## src/rtl/mips_pkg.sv

```systemverilog
// Shared definitions for the MIPS decode stage: widths, opcodes, instruction
// field positions and the opcode-to-control decoder.
package mips_pkg;

   localparam int XLEN    = 32;
   localparam int NREGS   = 32;
   localparam int RADDR_W = $clog2(NREGS);
   localparam logic [XLEN-1:0] RESET_PC = '0;

   localparam logic [5:0] OP_RTYPE = 6'b000000;
   localparam logic [5:0] OP_LW    = 6'b100011;
   localparam logic [5:0] OP_SW    = 6'b101011;
   localparam logic [5:0] OP_ADDI  = 6'b001000;
   localparam logic [5:0] OP_BEQ   = 6'b000100;
   localparam logic [5:0] OP_J     = 6'b000010;

   localparam int OP_MSB  = 31;
   localparam int OP_LSB  = 26;
   localparam int RS_MSB  = 25;
   localparam int RS_LSB  = 21;
   localparam int RT_MSB  = 20;
   localparam int RT_LSB  = 16;
   localparam int RD_MSB  = 15;
   localparam int RD_LSB  = 11;
   localparam int SH_MSB  = 10;
   localparam int SH_LSB  = 6;
   localparam int FN_MSB  = 5;
   localparam int FN_LSB  = 0;
   localparam int IMM_MSB = 15;
   localparam int IMM_LSB = 0;
   localparam int TGT_MSB = 25;
   localparam int TGT_LSB = 0;

   typedef struct packed {
      logic reg_write;
      logic reg_dst;
      logic alu_src;
      logic mem_read;
      logic mem_write;
   } ctrl_t;

   typedef struct packed {
      ctrl_t ctrl;
      logic  illegal;
   } dec_t;

   // Branches and jumps carry no datapath controls; unknown opcodes become NOPs.
   function automatic dec_t decode_op(input logic [5:0] op);
      dec_t d;
      d = '0;
      case (op)
         OP_RTYPE: begin
            d.ctrl.reg_write = 1'b1;
            d.ctrl.reg_dst   = 1'b1;
         end
         OP_LW: begin
            d.ctrl.reg_write = 1'b1;
            d.ctrl.alu_src   = 1'b1;
            d.ctrl.mem_read  = 1'b1;
         end
         OP_SW: begin
            d.ctrl.alu_src   = 1'b1;
            d.ctrl.mem_write = 1'b1;
         end
         OP_ADDI: begin
            d.ctrl.reg_write = 1'b1;
            d.ctrl.alu_src   = 1'b1;
         end
         OP_BEQ, OP_J: d = '0;
         default: d.illegal = 1'b1;
      endcase
      return d;
   endfunction

endpackage

```

## src/rtl/mips_regfile.sv

```systemverilog
// 32x32 register file: two combinational read ports with write-through bypass,
// one write port, r0 hardwired to zero, synchronous clear.
module mips_regfile
   import mips_pkg::*;
(
   input  logic               clk,
   input  logic               reset,
   input  logic [RADDR_W-1:0] rs_addr,
   input  logic [RADDR_W-1:0] rt_addr,
   output logic [XLEN-1:0]    rs_data,
   output logic [XLEN-1:0]    rt_data,
   input  logic               we,
   input  logic [RADDR_W-1:0] waddr,
   input  logic [XLEN-1:0]    wdata
);

   logic [XLEN-1:0] regs [NREGS];

   always_ff @(posedge clk) begin
      if (reset) begin
         for (int i = 0; i < NREGS; i++) begin
            regs[i] <= '0;
         end
      end else if (we && (waddr != '0)) begin
         regs[waddr] <= wdata;
      end
   end

   // A same-cycle writeback is forwarded so decode never sees a stale value.
   assign rs_data = (rs_addr == '0)              ? '0    :
                    (we && (waddr == rs_addr))   ? wdata : regs[rs_addr];
   assign rt_data = (rt_addr == '0)              ? '0    :
                    (we && (waddr == rt_addr))   ? wdata : regs[rt_addr];

endmodule

```

## src/rtl/id_decode_stage.sv

```systemverilog
// MIPS instruction-decode stage: IF/ID register, register file, control decode,
// load-use hazard detection, J/BEQ resolution and the ID/EX register.
module id_decode_stage
   import mips_pkg::*;
(
   input  logic               clk,
   input  logic               reset,
   input  logic [XLEN-1:0]    if_instr,
   input  logic [XLEN-1:0]    if_pc,
   input  logic               if_valid,
   input  logic               wb_we,
   input  logic [RADDR_W-1:0] wb_addr,
   input  logic [XLEN-1:0]    wb_data,
   input  logic               ex_mem_read,
   input  logic [RADDR_W-1:0] ex_rt,
   output logic               stall,
   output logic               jump,
   output logic [XLEN-1:0]    jmpammt,
   output logic               id_ex_valid,
   output logic [XLEN-1:0]    id_ex_pc,
   output logic [XLEN-1:0]    id_ex_rs_data,
   output logic [XLEN-1:0]    id_ex_rt_data,
   output logic [XLEN-1:0]    id_ex_imm,
   output logic [RADDR_W-1:0] id_ex_rs,
   output logic [RADDR_W-1:0] id_ex_rt,
   output logic [RADDR_W-1:0] id_ex_rd,
   output logic [4:0]         id_ex_shamt,
   output logic [5:0]         id_ex_funct,
   output logic               id_ex_reg_write,
   output logic               id_ex_reg_dst,
   output logic               id_ex_alu_src,
   output logic               id_ex_mem_read,
   output logic               id_ex_mem_write,
   output logic               id_ex_illegal
);

   // Flow control toward fetch: if_valid qualifies if_instr/if_pc; while stall is
   // high fetch must hold its PC and present the same word, and when jump is high
   // the word on if_* this cycle is discarded and fetch redirects to PC+4+jmpammt.
   logic [XLEN-1:0]    if_id_instr;
   logic [XLEN-1:0]    if_id_pc;
   logic               if_id_valid;

   logic [5:0]         op;
   logic [RADDR_W-1:0] rs, rt, rd;
   logic [4:0]         shamt;
   logic [5:0]         funct;
   logic [15:0]        imm;
   logic [25:0]        target;
   logic [XLEN-1:0]    rs_data, rt_data;
   dec_t               dec;
   ctrl_t              id_ex_ctrl;

   assign op     = if_id_instr[OP_MSB:OP_LSB];
   assign rs     = if_id_instr[RS_MSB:RS_LSB];
   assign rt     = if_id_instr[RT_MSB:RT_LSB];
   assign rd     = if_id_instr[RD_MSB:RD_LSB];
   assign shamt  = if_id_instr[SH_MSB:SH_LSB];
   assign funct  = if_id_instr[FN_MSB:FN_LSB];
   assign imm    = if_id_instr[IMM_MSB:IMM_LSB];
   assign target = if_id_instr[TGT_MSB:TGT_LSB];
   assign dec    = decode_op(op);

   mips_regfile u_regfile (
      .clk     (clk),
      .reset   (reset),
      .rs_addr (rs),
      .rt_addr (rt),
      .rs_data (rs_data),
      .rt_data (rt_data),
      .we      (wb_we),
      .waddr   (wb_addr),
      .wdata   (wb_data)
   );

   assign stall = if_id_valid && ex_mem_read && (ex_rt != '0) &&
                  ((ex_rt == rs) || (ex_rt == rt));

   // Branch compare uses the bypassed operands, so a same-cycle writeback counts.
   always_comb begin
      jump    = 1'b0;
      jmpammt = '0;
      if (if_id_valid && !stall) begin
         if (op == OP_J) begin
            jump    = 1'b1;
            jmpammt = {{4{target[25]}}, target, 2'b00};
         end else if (op == OP_BEQ) begin
            jump    = (rs_data == rt_data);
            jmpammt = {{14{imm[15]}}, imm, 2'b00};
         end
      end
   end

   always_ff @(posedge clk) begin
      if (reset) begin
         if_id_instr <= '0;
         if_id_pc    <= RESET_PC;
         if_id_valid <= 1'b0;
      end else if (stall) begin
         if_id_instr <= if_id_instr;
         if_id_pc    <= if_id_pc;
         if_id_valid <= if_id_valid;
      end else if (jump) begin
         if_id_valid <= 1'b0;
      end else begin
         if_id_instr <= if_instr;
         if_id_pc    <= if_pc;
         if_id_valid <= if_valid;
      end
   end

   always_ff @(posedge clk) begin
      if (reset) begin
         id_ex_valid   <= 1'b0;
         id_ex_pc      <= RESET_PC;
         id_ex_rs_data <= '0;
         id_ex_rt_data <= '0;
         id_ex_imm     <= '0;
         id_ex_rs      <= '0;
         id_ex_rt      <= '0;
         id_ex_rd      <= '0;
         id_ex_shamt   <= '0;
         id_ex_funct   <= '0;
         id_ex_ctrl    <= '0;
         id_ex_illegal <= 1'b0;
      end else begin
         id_ex_pc      <= if_id_pc;
         id_ex_rs_data <= rs_data;
         id_ex_rt_data <= rt_data;
         id_ex_imm     <= {{16{imm[15]}}, imm};
         id_ex_rs      <= rs;
         id_ex_rt      <= rt;
         id_ex_rd      <= rd;
         id_ex_shamt   <= shamt;
         id_ex_funct   <= funct;
         if (stall) begin
            id_ex_valid   <= 1'b0;
            id_ex_ctrl    <= '0;
            id_ex_illegal <= 1'b0;
         end else begin
            id_ex_valid   <= if_id_valid;
            id_ex_ctrl    <= if_id_valid ? dec.ctrl : '0;
            id_ex_illegal <= if_id_valid && dec.illegal;
         end
      end
   end

   assign id_ex_reg_write = id_ex_ctrl.reg_write;
   assign id_ex_reg_dst   = id_ex_ctrl.reg_dst;
   assign id_ex_alu_src   = id_ex_ctrl.alu_src;
   assign id_ex_mem_read  = id_ex_ctrl.mem_read;
   assign id_ex_mem_write = id_ex_ctrl.mem_write;

endmodule
```

## config.mk

```make
export PLATFORM = sky130hd
export DESIGN_NAME = id_decode_stage
export DESIGN_NICKNAME = d
export VERILOG_FILES = /design/src/rtl/mips_pkg.sv /design/src/rtl/mips_regfile.sv /design/src/rtl/id_decode_stage.sv
export SDC_FILE = /design/constraint.sdc
export NUM_CORES = 2
export LEC_CHECK = 0
export CORE_MARGIN = 2
export CORE_UTILIZATION = 55
export CTS_BUF_LIST = sky130_fd_sc_hd__clkbuf_4 sky130_fd_sc_hd__clkbuf_8 sky130_fd_sc_hd__clkbuf_16
export DETAILED_ROUTE_END_ITERATION = 12
export PLACE_DENSITY_LB_ADDON = 0.15
export SYNTH_ARGS = -nofsm -noshare
export SYNTH_HDL_FRONTEND = slang
export SYNTH_SLANG_ARGS = --single-unit
```

## constraint.sdc

```tcl
create_clock -name clk -period 3.95 [get_ports clk]
set_input_delay 0.5925 -clock clk [delete_from_list [all_inputs] [get_ports clk]]
set_output_delay 0.5925 -clock clk [all_outputs]
set_load 0.1 [all_outputs]
```

==> impl_metrics.ini <==
[critical_path]
cp_max_fo = 14
cp_slowest_stage_delay_ns = 0.51
r2r_slack_ns = -1.38
path_depth = 17
cpMaxStageDelayCell = mux4_2
end_kind = output port
startpoint_type = register
critPathTopFamily = compound AO/OA/AOI/OAI gates
cp_cell_sequence = buf_4, buf_12, buf_16, buf_6, mux4_2, a21o_1, a222oi_1, buf_4, o22ai_1, a21o_1, xnor2_2, o2111ai_2, nand4bb_1, o21ai_2, buf_6, and2_4, buf_12
reg2reg_depth = 36
crit_buf_inv = 7
r2r_end = id_ex_rt_data[11]
path_class = reg -> out
cp.required_ns = 3.36
cp.arrival_ns = 4.95

[power_and_ir_drop]
power_frac_seq_pct = 42.9
netSwitchingFraction_pct = 28.75
p_leak_nw = 28.97
ir_drop_v = 0.0003862
power.internal_mw = 25.23
clkPwrFrac_pct = 36.8
pwr-share-comb_pct = 20.3
power_density_nw_per_um2 = 443.3
power_switching_mw = 10.18

[route]
drt-initial-drc-count = 8417
wirelength_mm = 267.5
routed_via_density = 6.924
drtAntennaViolNets = 0
drt_first_pass_iters = 6
vias = 49354
remaining_drc_errors = 0
wl_per_cell_um = 37.53

[sta]
rsz0062_at_grt = yes
max_slew_margin_pct = 19.35
min_period_over_period_pct = 140.4
setup_viol = 77
fin_ws_ns = -1.597
hold_viol = 0
fin_crit_ns = 5.547
timing.setup.tns_ns = -49.34
max_freq_mhz = 180.3
finalMaxSlewViolations = 0
fin_skew_ns = 0.03470
tightest_slew_ns = 1.210

[layout]
nets = 5608
final_cell_mix = edfxtp_1 (1024), and2_1 (807), buf_4 (768), mux4_2 (404), mux2i_1 (278)
area_growth_pct = 26.82
final_common_cell = edfxtp_1
drive_gt1_share_pct = 32.53

[yosys]
synth_edf_count = 1024
synthArstFlopShare_pct = 0
avgSynthCellArea_um2 = 13.69
ys_types = 77
synth_area_um2 = 62990
synth_compound_area_share_pct = 5.600
dominantRegCellSynth = edfxtp_1
synthMuxAreaShare_pct = 20.54
synth_top_family_by_area = multiplexers
synth_cells = 4600
synth_simple_gate_area_share_pct = 14.19
yosys.area_share.xor_xnor_pct = 0.4867
synth-seq-cells = 1228
ys_seq_area_share_pct = 55.30
synthAdderAreaFrac_pct = 0.01589
ys_warn_count = 0

[die]
die_y_um = 342.4
core_region_area_um2 = 114000
start_util_pct = 55.24
dieArea_um2 = 117200
pin_count = 306
die_w_um = 342.4
rows = 124

[min_path]
whs_endpoint = id_ex_rt[2]
holdCritPathClass = in -> reg
hold_depth = 2
hp-start = reset

[global_routing]
grt_first_pass_wirelength_mm = 368.0
grt_max_degree = 137
grt_pass1_vias = 48061
grt_antenna_before_repair = 23
grtUsageTotal_pct = 45.60
overflow = 0

[clock_network]
clockBufferDepth = 3
postCtsHoldBufs = 0
cts_tree = done
path_clk_slew_ns = 0.06
numCtsBuffers = 136
h-tree-depth = 4
clock_latency_ns = 0.79
cts_root_buf = clkbuf_16
clock_sinks = 1228

[placed_design]
portBuffers = 303
dpl.hpwl_mm = 180.9
gp_congestion = 1.070
place_ws_ns = -1.311

[run_status]
violations = setup timing
status = finished, violations left

[job]
maxCapViolCount = 0
-- power groups by stage --
stage                     registers, mW  logic [mW]  clock network (mW)
after floorplan                    16.0        2.77                   0
after global placement             15.4        6.51                   0
after detailed placement           15.4        6.53                   0
after CTS                          15.2        6.95                13.0
after global routing               15.2        7.25                13.5
final                              15.2        7.20                13.0
-- how the worst max path moves through the flow --
stage                     startpoint  endpoint  slack, ns
final                       register      jump      -1.60
after global routing        register      jump      -1.57
after CTS                   register      jump      -1.39
after detailed placement  wb_addr[2]      jump      -1.31
after global placement    wb_addr[2]      jump      -1.31
after floorplan           wb_addr[2]      jump      -0.22
-- kinds of logic after synthesis --
| kind of cell | count (synthesis) |
|---|---|
| AOI/OAI and AO/OA | 488 |
| xor gates and xnor gates | 35 |
| adders and majority gates | 1 |
| buffers and inverters | 518 |
| DFF | 1228 |
| muxes | 769 |
| other | 1 |
| and+or+nand+nor | 1560 |
-- sequential cells by signal (all words and copies together), names as in the netlist, 5 cells and up, named ones only --
signal,flops
id_ex_rs_data,32
id_ex_rt,5
u_regfile.regs,1024
if_id_instr,32
if_id_pc,32
id_ex_imm,16
id_ex_pc,32
id_ex_rt_data,32
id_ex_rs,5
-- routing by layer --
metal  vias to the layer above  wire length, µm  global-route usage, %
li1                      19278                -                      -
met1                     24520            93490                  59.25
met2                      4502           113100                  65.45
met5                         -              221                0.04085
met3                      1044            38940                  14.84
met4                        10            21790                  30.74
-- synth_stat cells, drive strengths merged (83+ instances only) --
library cell     n  area share (%)
mux2            86             1.7
nand2           83            0.49
buf            189             1.9
nor2b          142             1.4
and2           811             8.1
nor3           251             2.0
clkbuf         305             1.8
dfxtp          204             6.5
mux2i          279             4.4
a22oi          113             1.3
edfxtp        1024              49
mux4           404              14
nor2           129            0.77
a21oi           85            0.68
-- layout make-up --
class	count	area, µm²
repair buffers	1220	12090
diodes	9	22.52
flip-flops and latches	1228	34860
clock inverters	75	681.9
clock buffers	173	3865
well taps	1512	1892
multi-input cells	2887	26390
fillers	7953	34150
inverters	24	92.59
-- through the flow --
stage	utilization (%)	cell area (µm²)	hold WS (ns)	power [mW]	instances
2_1_floorplan	-	63120	0.4456	18.79	4633
3_3_place_gp	64.61	73680	0.4502	21.89	6770
3_5_place_dp	64.61	73680	0.4527	21.96	6770
4_1_cts	69.99	79820	0.2293	35.12	7125
5_1_grt	70.03	79860	0.2687	35.99	7119
6_report	70.05	79880	0.2623	35.41	7128
-- repair_timing --
item | in CTS | in global routing
gates cloned | 7 | 1
buffers inserted | 102 | 10
pin swaps | 31 | 11
resized for setup | 109 | 22
endpoints found under the setup margin | 76 | 91
Note: power is estimated with default switching activity, not from simulation.
